--- src/rtl/sipo_deserializer.sv ---
// Serial-in parallel-out deserializer with valid/ready output, flush and overflow.
// Optional sticky overflow flop: define SIPO_OVERFLOW_FLAG_EN.
module sipo_deserializer #(
  parameter int WIDTH     = 4,
  parameter bit MSB_FIRST = 1'b1
) (
  input  logic             Clk,
  input  logic             Rst_l,
  input  logic             Serial_In,
  input  logic             Valid_I,
  input  logic             Clear_I,
  input  logic             Ready_I,
  output logic [WIDTH-1:0] Parallel_Out,
  output logic             Valid_O,
  output logic             Busy_O,
  output logic             Overflow_O
);

  localparam int CW = $clog2(WIDTH);
  localparam logic [CW-1:0] LAST = CW'(WIDTH - 1);

  typedef enum logic {
    EMPTY = 1'b0,
    FULL  = 1'b1
  } out_state_t;

  out_state_t state, state_nxt;

  logic [CW-1:0]    cnt, cnt_nxt;
  logic [WIDTH-1:0] sh, sh_nxt, shifted;
  logic             done;
  logic             load;

  always_comb begin
    if (MSB_FIRST) shifted = {sh[WIDTH-2:0], Serial_In};
    else           shifted = {Serial_In, sh[WIDTH-1:1]};
  end

  // Clear outranks a sample arriving on the same edge
  always_comb begin
    sh_nxt  = sh;
    cnt_nxt = cnt;
    done    = 1'b0;
    if (Clear_I) begin
      sh_nxt  = '0;
      cnt_nxt = '0;
    end else if (Valid_I) begin
      sh_nxt = shifted;
      if (cnt == LAST) begin
        cnt_nxt = '0;
        done    = 1'b1;
      end else begin
        cnt_nxt = cnt + CW'(1);
      end
    end
  end

  always_comb begin
    state_nxt = state;
    load      = 1'b0;
    unique case (state)
      EMPTY: begin
        if (done) begin
          load      = 1'b1;
          state_nxt = FULL;
        end
      end
      FULL: begin
        if (Ready_I) begin
          if (done) load      = 1'b1;
          else      state_nxt = EMPTY;
        end
      end
    endcase
  end

  always_ff @(posedge Clk or negedge Rst_l) begin
    if (!Rst_l) begin
      state        <= EMPTY;
      cnt          <= '0;
      sh           <= '0;
      Parallel_Out <= '0;
    end else begin
      state <= state_nxt;
      cnt   <= cnt_nxt;
      sh    <= sh_nxt;
      if (load) Parallel_Out <= sh_nxt;
    end
  end

  assign Valid_O = (state == FULL);
  assign Busy_O  = (cnt != '0);

`ifdef SIPO_OVERFLOW_FLAG_EN
  logic drop;
  logic ovf;

  assign drop = (state == FULL) && !Ready_I && done;

  always_ff @(posedge Clk or negedge Rst_l) begin
    if (!Rst_l)       ovf <= 1'b0;
    else if (Clear_I) ovf <= 1'b0;
    else if (drop)    ovf <= 1'b1;
  end

  assign Overflow_O = ovf;
`else
  assign Overflow_O = 1'b0;
`endif

endmodule
--- config.mk ---
export PLATFORM = sky130hd
export DESIGN_NAME = sipo_deserializer
export DESIGN_NICKNAME = d
export VERILOG_FILES = /design/src/rtl/sipo_deserializer.sv
export SDC_FILE = /design/constraint.sdc
export NUM_CORES = 1
export LEC_CHECK = 0
export CORE_MARGIN = 2
export CORE_UTILIZATION = 37
export CTS_CLUSTER_SIZE = 12
export DETAILED_ROUTE_END_ITERATION = 8
export GPL_TIMING_DRIVEN = 1
export PLACE_DENSITY = 0.64
export SLEW_MARGIN = 20
export SYNTH_ARGS = -nofsm -noshare
export SYNTH_HDL_FRONTEND = slang
export SYNTH_SLANG_ARGS = --single-unit
--- constraint.sdc ---
create_clock -name Clk -period 2.5 [get_ports Clk]
set_clock_uncertainty 0.15 [all_clocks]
set_input_delay 0.375 -clock Clk [delete_from_list [all_inputs] [get_ports Clk]]
set_output_delay 0.375 -clock Clk [all_outputs]
set_load 0.05 [all_outputs]
# After elaboration in Yosys (flattened, before gate mapping)
# Cells that the tools add are included.
[totals]
n_memories = 0
ff_bits = 11
ram_bits = 0
out_inout_bits = 7
inputBits = 6
word_cells = 22
latchBits = 0
romBits = 0
[classes]
add_sub_neg = 1
n_lt_le_gt_ge = 0
mux = 13
bitwise_logic = 1
n_eq_ne = 1
n_div = 0
n_mul = 0
reduce_logical = 2
n_shift = 0
[op_table]
columns = ["cell", "count"]
rows = [
  ["$mux 4", 2],
  ["$mux 1", 6],
  ["$mux 2", 3],
  ["$pmux 1 s2", 2],
  ["$reduce_bool 2->1", 2],
  ["$add 2x1->2 const B", 1],
  ["$eq 2x2->1 const B", 1],
  ["$not 1->1", 1],
]

# Depth between registers and ports, before layout
# Gate-level depths: netlist (run 1).
[depth]
depth_word = 7
depth_mapped = 4
mapped_depth_nobuf = 4

# Worst setup path after synthesis (run 1)
# No wires, ideal clock.
[synth_timing]
path_type = "register to register"
startpoint = "register state, in the netlist Valid_O"
endpoint = "register Parallel_Out[0]"
path_buffers = 0
synth_period_minus_slack_ps = 1459
t_required_ps = 2225
setup_slack_ps = 1041
path_stages_with_launch = 3
arrival_time_ps = 1184
setup_time_ps = 125
cell_sequence = "dfrtp_1 -> a21oi_4 -> mux2_4"
[synth_via]
elab_chain_len = 2
[synth_lines]
columns = ["element", "line", "text"]
rows = [
  ["from (decl)", "27", "out_state_t state, state_nxt;"],
  ["from (signal assigned)", "84", "state <= state_nxt;"],
  ["$not 1->1", "--", ""],
  ["$pmux 1 s2 (*)", "61", "unique case (state)"],
  ["to (signal assigned)", "87", "if (load) Parallel_Out <= sh_nxt;"],
  ["to (decl)", "13", "output logic [WIDTH-1:0] Parallel_Out,"],
]
# Every way passes the cells marked *; elsewhere a longest branch is shown, timed or not.
# A chain may end at the register's enable or synchronous reset.

# Worst setup path in the final report (run 1)
[layout_timing]
startpoint = "register cnt[0]"
endpoint = "output Busy_O"
[layout_via]
elab_chain_len = 1
[layout_lines]
columns = ["element", "line", "text"]
rows = [
  ["from (decl)", "29", "logic [CW-1:0] cnt, cnt_nxt;"],
  ["from (signal assigned)", "85", "cnt <= cnt_nxt;"],
  ["$reduce_bool 2->1", "92", "assign Busy_O = (cnt != '0);"],
  ["to (decl)", "15", "output logic Busy_O,"],
]
# No other way between the ends.

==> impl_metrics.env, run 1 <==
export IMPL_status="finished, final reports clean"
export IMPL_worstSetupStartpoint="cnt[0]$_DFFE_PN0P_"
export IMPL_viasPerCell=4.47
export IMPL_post_cts_buffers=0
export IMPL_switching_share_pct=26.5
export IMPL_clk_pin_slew_ns=0.06
export IMPL_grt_use_total_pct=10.9
export IMPL_min_period_ns=2.23
export IMPL_power_density_mw_per_mm2=565
export IMPL_post_route_util_pct=50.1
export IMPL_clockBufferDepth=2
export IMPL_vias=304
export IMPL_final_setup_worst_slack_ns=0.266
export IMPL_area_growth_pct=26.0
export IMPL_wirelength_um=754
export IMPL_relSlewSlack_pct=66.2
export IMPL_yosysSeqAreaShare_pct=52.5
export IMPL_dr_pass1_iters=1
export IMPL_clock_sinks=11
export IMPL_synthesis_nets=48
export IMPL_syn_area_per_cell_um2=13.1
export IMPL_worstReg2RegStart="cnt[0]$_DFFE_PN0P_"
export IMPL_synth_largest_area_cell="dfrtp_1"
export IMPL_min_period_over_period_pct=89.4
export IMPL_setup_tns_final_ns=0
export IMPL_end_kind="output pin"
export IMPL_start_util_pct=39.8
export IMPL_drv_cap=0
export IMPL_ys_ff_latch=11
export IMPL_vdd_ir_drop_max_mv=0.273
export IMPL_power_internal_w=0.000274
export IMPL_worstMarginPinSlew_ns=0.505
export IMPL_clkLatencyLatePin_ns=0.26
export IMPL_detail_route_antenna_nets=0
export IMPL_grt_pass1_vias=326
export IMPL_place_congestion=0.679
export IMPL_fp_dieArea_mm2=0.00173
export IMPL_synth_fa_ha_area_share_pct=4.77
export IMPL_drtIter0Drc=0
export IMPL_hpwl_um=593
export IMPL_ios=13
export IMPL_antenna_cells=0
export IMPL_wl_per_cell_um=11.1
export IMPL_drv_slew=0
export IMPL_synth_top_cell_area_share_pct=52.5
export IMPL_cp_start_kind="flop"
export IMPL_core_area_mm2=0.00132
export IMPL_n_fill_cell=120
export IMPL_ctsResizeCount=0
export IMPL_clkPwrFrac_pct=31.2
export IMPL_power_w=0.000373
export IMPL_crit_type="flop to output pin"
export IMPL_cts_tree="done"
export IMPL_seq_power_share_pct=50.9
export IMPL_fmax_mhz=448
export IMPL_grt_setup_unrepaired="false"
export IMPL_synth_area_leaders="dfrtp_1 (53%), mux2_4 (11%), mux2i_1 (9.5%)"
export IMPL_die_h_um=41.6
export IMPL_cts_inserted_buffers=3
export IMPL_die_w_um=41.6
export IMPL_p_leak_nw=0.335
export IMPL_ys_types=13
export IMPL_worstPathArrival_ns=1.71
export IMPL_synth_area_um2=524
export IMPL_muxShareOfSynthArea_pct=21.0
export IMPL_synth_top_family_by_area="multiplexers"
export IMPL_synth_simple_gate_area_share_pct=8.11
export IMPL_hold_buffers=0
export IMPL_layout_nets=62
export IMPL_drcViolationCount=0
export IMPL_port_buffers=11
export IMPL_yosysWarnings=0
export IMPL_worst_endpoint_required_ns=1.98
export IMPL_hold_viol=0
export IMPL_synth_compound_area_share_pct=4.06
export IMPL_p_switching_w=0.0000990
export IMPL_rows=13
export IMPL_h_tree_depth=1
export IMPL_antenna_found_initial=0
export IMPL_comb_power_share_pct=17.9
export IMPL_grt_pass1_wl_um=1410
export IMPL_drive_gt1_share_pct=17.0
export IMPL_place_ws_ns=0.430
export IMPL_grt_max_degree=12
export IMPL_worstPathMaxFanout=3
export IMPL_setup_viol=0
export IMPL_overflow=0
export IMPL_hp_class="input port to asynchronous set/reset pin"
export IMPL_reg2reg_slack_ns=0.98
export IMPL_root_buffer="clkbuf_4"
export IMPL_synthXorXnorAreaFrac_pct=1.67
export IMPL_syn_inst=40
[final timing paths]
check | endpoint | cells past startpoint
max in group asynchronous | sh[1]$_DFF_PN0_ | 1
min in group Clk | Parallel_Out[2]$_DFFE_PN0P_ | 1
max reg2reg | Parallel_Out[3]$_DFFE_PN0P_ | 4
max | Busy_O | 4
min reg2reg | Parallel_Out[2]$_DFFE_PN0P_ | 1
min | sh[3]$_DFF_PN0_ | 1
[final cells by class]
class / count / area, um^2 / share of cell area, %
Inverter: 5 / 18.8 / 2.84
Multi-Input combinational cell: 22 / 211 / 32.0
Tap cell: 15 / 18.8 / 2.84
Timing Repair Buffer: 11 / 110 / 16.7
Sequential cell: 11 / 275 / 41.7
Clock buffer: 4 / 26.3 / 3.98
[power by group through the flow]
stage | combinational [W] | clock, W | sequential (W)
3_3_place_gp | 0.0000680 | 0 | 0.000194
5_1_grt | 0.0000729 | 0.000134 | 0.000191
6_report | 0.0000668 | 0.000116 | 0.000190
4_1_cts | 0.0000681 | 0.000124 | 0.000190
2_1_floorplan | 0.0000368 | 0 | 0.000201
3_5_place_dp | 0.0000675 | 0 | 0.000194
[flip-flops by register name (all words and copies together) (netlist names)]
name,count
Parallel_Out,4
sh,4
cnt,2
Valid_O,1
[worst max-delay path, cell delays in order (launching register included)]
cell	delay (ns)
dfrtp_1	0.38
inv_1	0.05
ha_1	0.18
inv_1	0.04
clkdlybuf4s50_1	0.78
[per-stage QoR]
stage          cells  hold slack (ns)  cell area [um^2]
2_1_floorplan     40          -0.0706               524
3_3_place_gp      64            0.355               634
3_5_place_dp      64            0.352               634
4_1_cts           68            0.297               661
5_1_grt           68            0.323               661
6_report          68            0.290               661
[cell usage after synthesis]
cell type / n
nand3b_4: 1
o21ai_1: 1
nor2_1: 6
buf_4: 1
xnor2_1: 1
mux2_4: 4
ha_1: 2
mux2i_1: 5
a21oi_4: 1
conb_1: 1
inv_1: 5
dfrtp_1: 11
buf_6: 1
[cells by family (layout without fill, tap and decap cells)]
family | count (synthesis) | count (layout)
buf+inv | 7 | 20
simple gates | 7 | 7
flops | 11 | 11
compound gates | 2 | 2
xor+xnor | 1 | 1
mux | 9 | 9
other cells | 1 | 1
fa+ha+maj | 2 | 2
[layout by cell type (no fill, tap or decap)]
cell type / synthesis / final
dfrtp_1: 11 / 11
inv_1: 5 / 5
ha_1: 2 / 2
xnor2_1: 1 / 1
conb_1: 1 / 1
a21oi_4: 1 / 1
nand3b_4: 1 / 1
mux2_4: 4 / 4
clkbuf_1: 0 / 1
o21ai_1: 1 / 1
clkdlybuf4s50_1: 0 / 11
mux2i_1: 5 / 5
nor2_1: 6 / 6
clkbuf_4: 0 / 3
[per-layer routing]
layer | up-vias | track usage (%) | part of all wire [%]
met4 | 0 | 7.74 | 0.93
met2 | 7 | 15.0 | 48
met3 | 2 | 3.91 | 4.1
met5 | - | 0 | 0
li1 | 153 | - | -
met1 | 142 | 14.1 | 47
Note: power is estimated with default switching activity, not from simulation.
==> run 2: changes to the inputs <==
TNS_END_PERCENT = 5   (was unset)
==> results of run 2 <==
The final DEF is identical to that of run 1; final timing and power are the same.
==> run 3: changes to the inputs <==
CORE_UTILIZATION = 40   (was 37)
PLACE_DENSITY = 0.68   (was 0.64)
==> run 3 against run 2 <==
Critical path type unchanged. Via count is 1.3% lower. Sequential share of layout area unchanged. Fmax down 1.3%. Critical endpoint unchanged.
==> impl_metrics.env, run 3 (synthesis gave the netlist of run 1 again) <==
export IMPL_antenna_cells=0
export IMPL_drv_slew=0
export IMPL_viasPerCell=4.41
export IMPL_min_period_ns=2.26
export IMPL_vdd_ir_drop_max_mv=0.320
export IMPL_wirelength_um=824
export IMPL_fmax_mhz=442
export IMPL_worstMarginPinSlew_ns=0.495
export IMPL_hpwl_um=619
export IMPL_switching_share_pct=27.3
export IMPL_fp_dieArea_mm2=0.00162
export IMPL_ctsResizeCount=0
export IMPL_clkPwrFrac_pct=31.8
export IMPL_port_buffers=11
export IMPL_min_period_over_period_pct=90.5
export IMPL_clock_sinks=11
export IMPL_comb_power_share_pct=17.7
export IMPL_drv_cap=0
export IMPL_dr_pass1_iters=1
export IMPL_clkLatencyLatePin_ns=0.27
export IMPL_register_area_um2=275
export IMPL_power_internal_w=0.000274
export IMPL_cp_start_kind="flop"
export IMPL_start_util_pct=41.3
export IMPL_ios=13
export IMPL_grt_use_total_pct=13.0
export IMPL_grt_max_degree=12
export IMPL_hold_buffers=0
export IMPL_clk_pin_slew_ns=0.07
export IMPL_root_buffer="clkbuf_4"
export IMPL_setup_viol=0
export IMPL_grt_pass1_vias=299
export IMPL_layout_nets=62
export IMPL_worstPathMaxFanout=3
export IMPL_cts_inserted_buffers=3
export IMPL_drcViolationCount=0
export IMPL_fin_area_um2=661
export IMPL_hp_class="input port to asynchronous set/reset pin"
export IMPL_multi_input_area_um2=211
export IMPL_p_switching_w=0.000103
export IMPL_wl_per_cell_um=12.1
export IMPL_grt_setup_unrepaired="false"
export IMPL_setup_tns_final_ns=0
export IMPL_p_leak_nw=0.335
export IMPL_worstReg2RegStart="cnt[0]$_DFFE_PN0P_"
export IMPL_clockBufferDepth=2
export IMPL_top_regs="Parallel_Out x4, sh x4, cnt x2"
export IMPL_worst_endpoint_required_ns=1.98
export IMPL_drtIter0Drc=0
export IMPL_detail_route_antenna_nets=0
export IMPL_status="finished, final reports clean"
export IMPL_core_area_mm2=0.00127
export IMPL_area_growth_pct=26.0
export IMPL_placed_cell_area_um2=634
export IMPL_drive_gt1_share_pct=17.0
export IMPL_relSlewSlack_pct=66.9
export IMPL_hold_viol=0
export IMPL_worstPathArrival_ns=1.74
export IMPL_cts_tree="done"
export IMPL_die_h_um=40.2
export IMPL_die_w_um=40.2
export IMPL_crit_type="flop to output pin"
export IMPL_overflow=0
export IMPL_layout_common_cells="dfrtp_1 (11), clkdlybuf4s50_1 (11), nor2_1 (6)"
export IMPL_h_tree_depth=1
export IMPL_vias=300
export IMPL_grt_pass1_wl_um=1280
export IMPL_post_cts_buffers=0
export IMPL_rows=13
export IMPL_seq_power_share_pct=50.5
export IMPL_worstSetupStartpoint="cnt[0]$_DFFE_PN0P_"
export IMPL_antenna_found_initial=0
export IMPL_n_fill_cell=111
export IMPL_end_kind="output pin"
export IMPL_power_density_mw_per_mm2=571
export IMPL_place_congestion=0.702
-- run 3: critical path: stages, from the launching register on --
cell,delay [ns]
dfrtp_1,0.40
inv_1,0.06
ha_1,0.18
inv_1,0.05
clkdlybuf4s50_1,0.78
-- run 3: metrics by stage --
step	cells	setup slack [ns]	hold WS (ns)	utilization [%]	power, W
4_1_cts	68	0.218	0.292	52.1	0.000386
2_1_floorplan	40	1.04	-0.0706	-	0.000238
3_3_place_gp	64	0.439	0.352	50.0	0.000261
3_5_place_dp	64	0.422	0.349	50.0	0.000262
5_1_grt	68	0.146	0.333	52.1	0.000399
6_report	68	0.237	0.282	52.1	0.000377
-- run 3: power groups by stage --
stage               combinational [W]  sequential, W  clock (W)
finish                      0.0000667       0.000191   0.000120
global route                0.0000727       0.000191   0.000135
CTS                         0.0000677       0.000191   0.000128
detailed placement          0.0000674       0.000194          0
global placement            0.0000671       0.000194          0
floorplan                   0.0000368       0.000201          0
-- run 3: worst paths after layout --
path	slack, ns	cells after the start	endpoint
setup / recovery	0.24	4	Busy_O
hold / removal	0.28	1	Parallel_Out[2]$_DFFE_PN0P_
setup reg to reg	0.98	4	Parallel_Out[1]$_DFFE_PN0P_
hold reg to reg	0.37	1	Parallel_Out[0]$_DFFE_PN0P_
max in group asynchronous	1.59	1	cnt[0]$_DFFE_PN0P_
min in group Clk	0.37	1	Parallel_Out[0]$_DFFE_PN0P_
-- run 3: per-layer routing --
metal	GRT usage (%)	wire, um	vias to the layer above
met1	17.5	372	136
met2	16.9	381	11
li1	-	-	151
met4	7.50	18	0
met5	0	0	-
met3	5.56	52	2
-- run 3: cell type report --
cell class | instances | area share (%)
timing repair buffer | 11 | 16.7
clock buffer | 4 | 3.98
tap | 15 | 2.84
inverter | 5 | 2.84
sequential | 11 | 41.7
multi-input combinational | 22 | 32.0
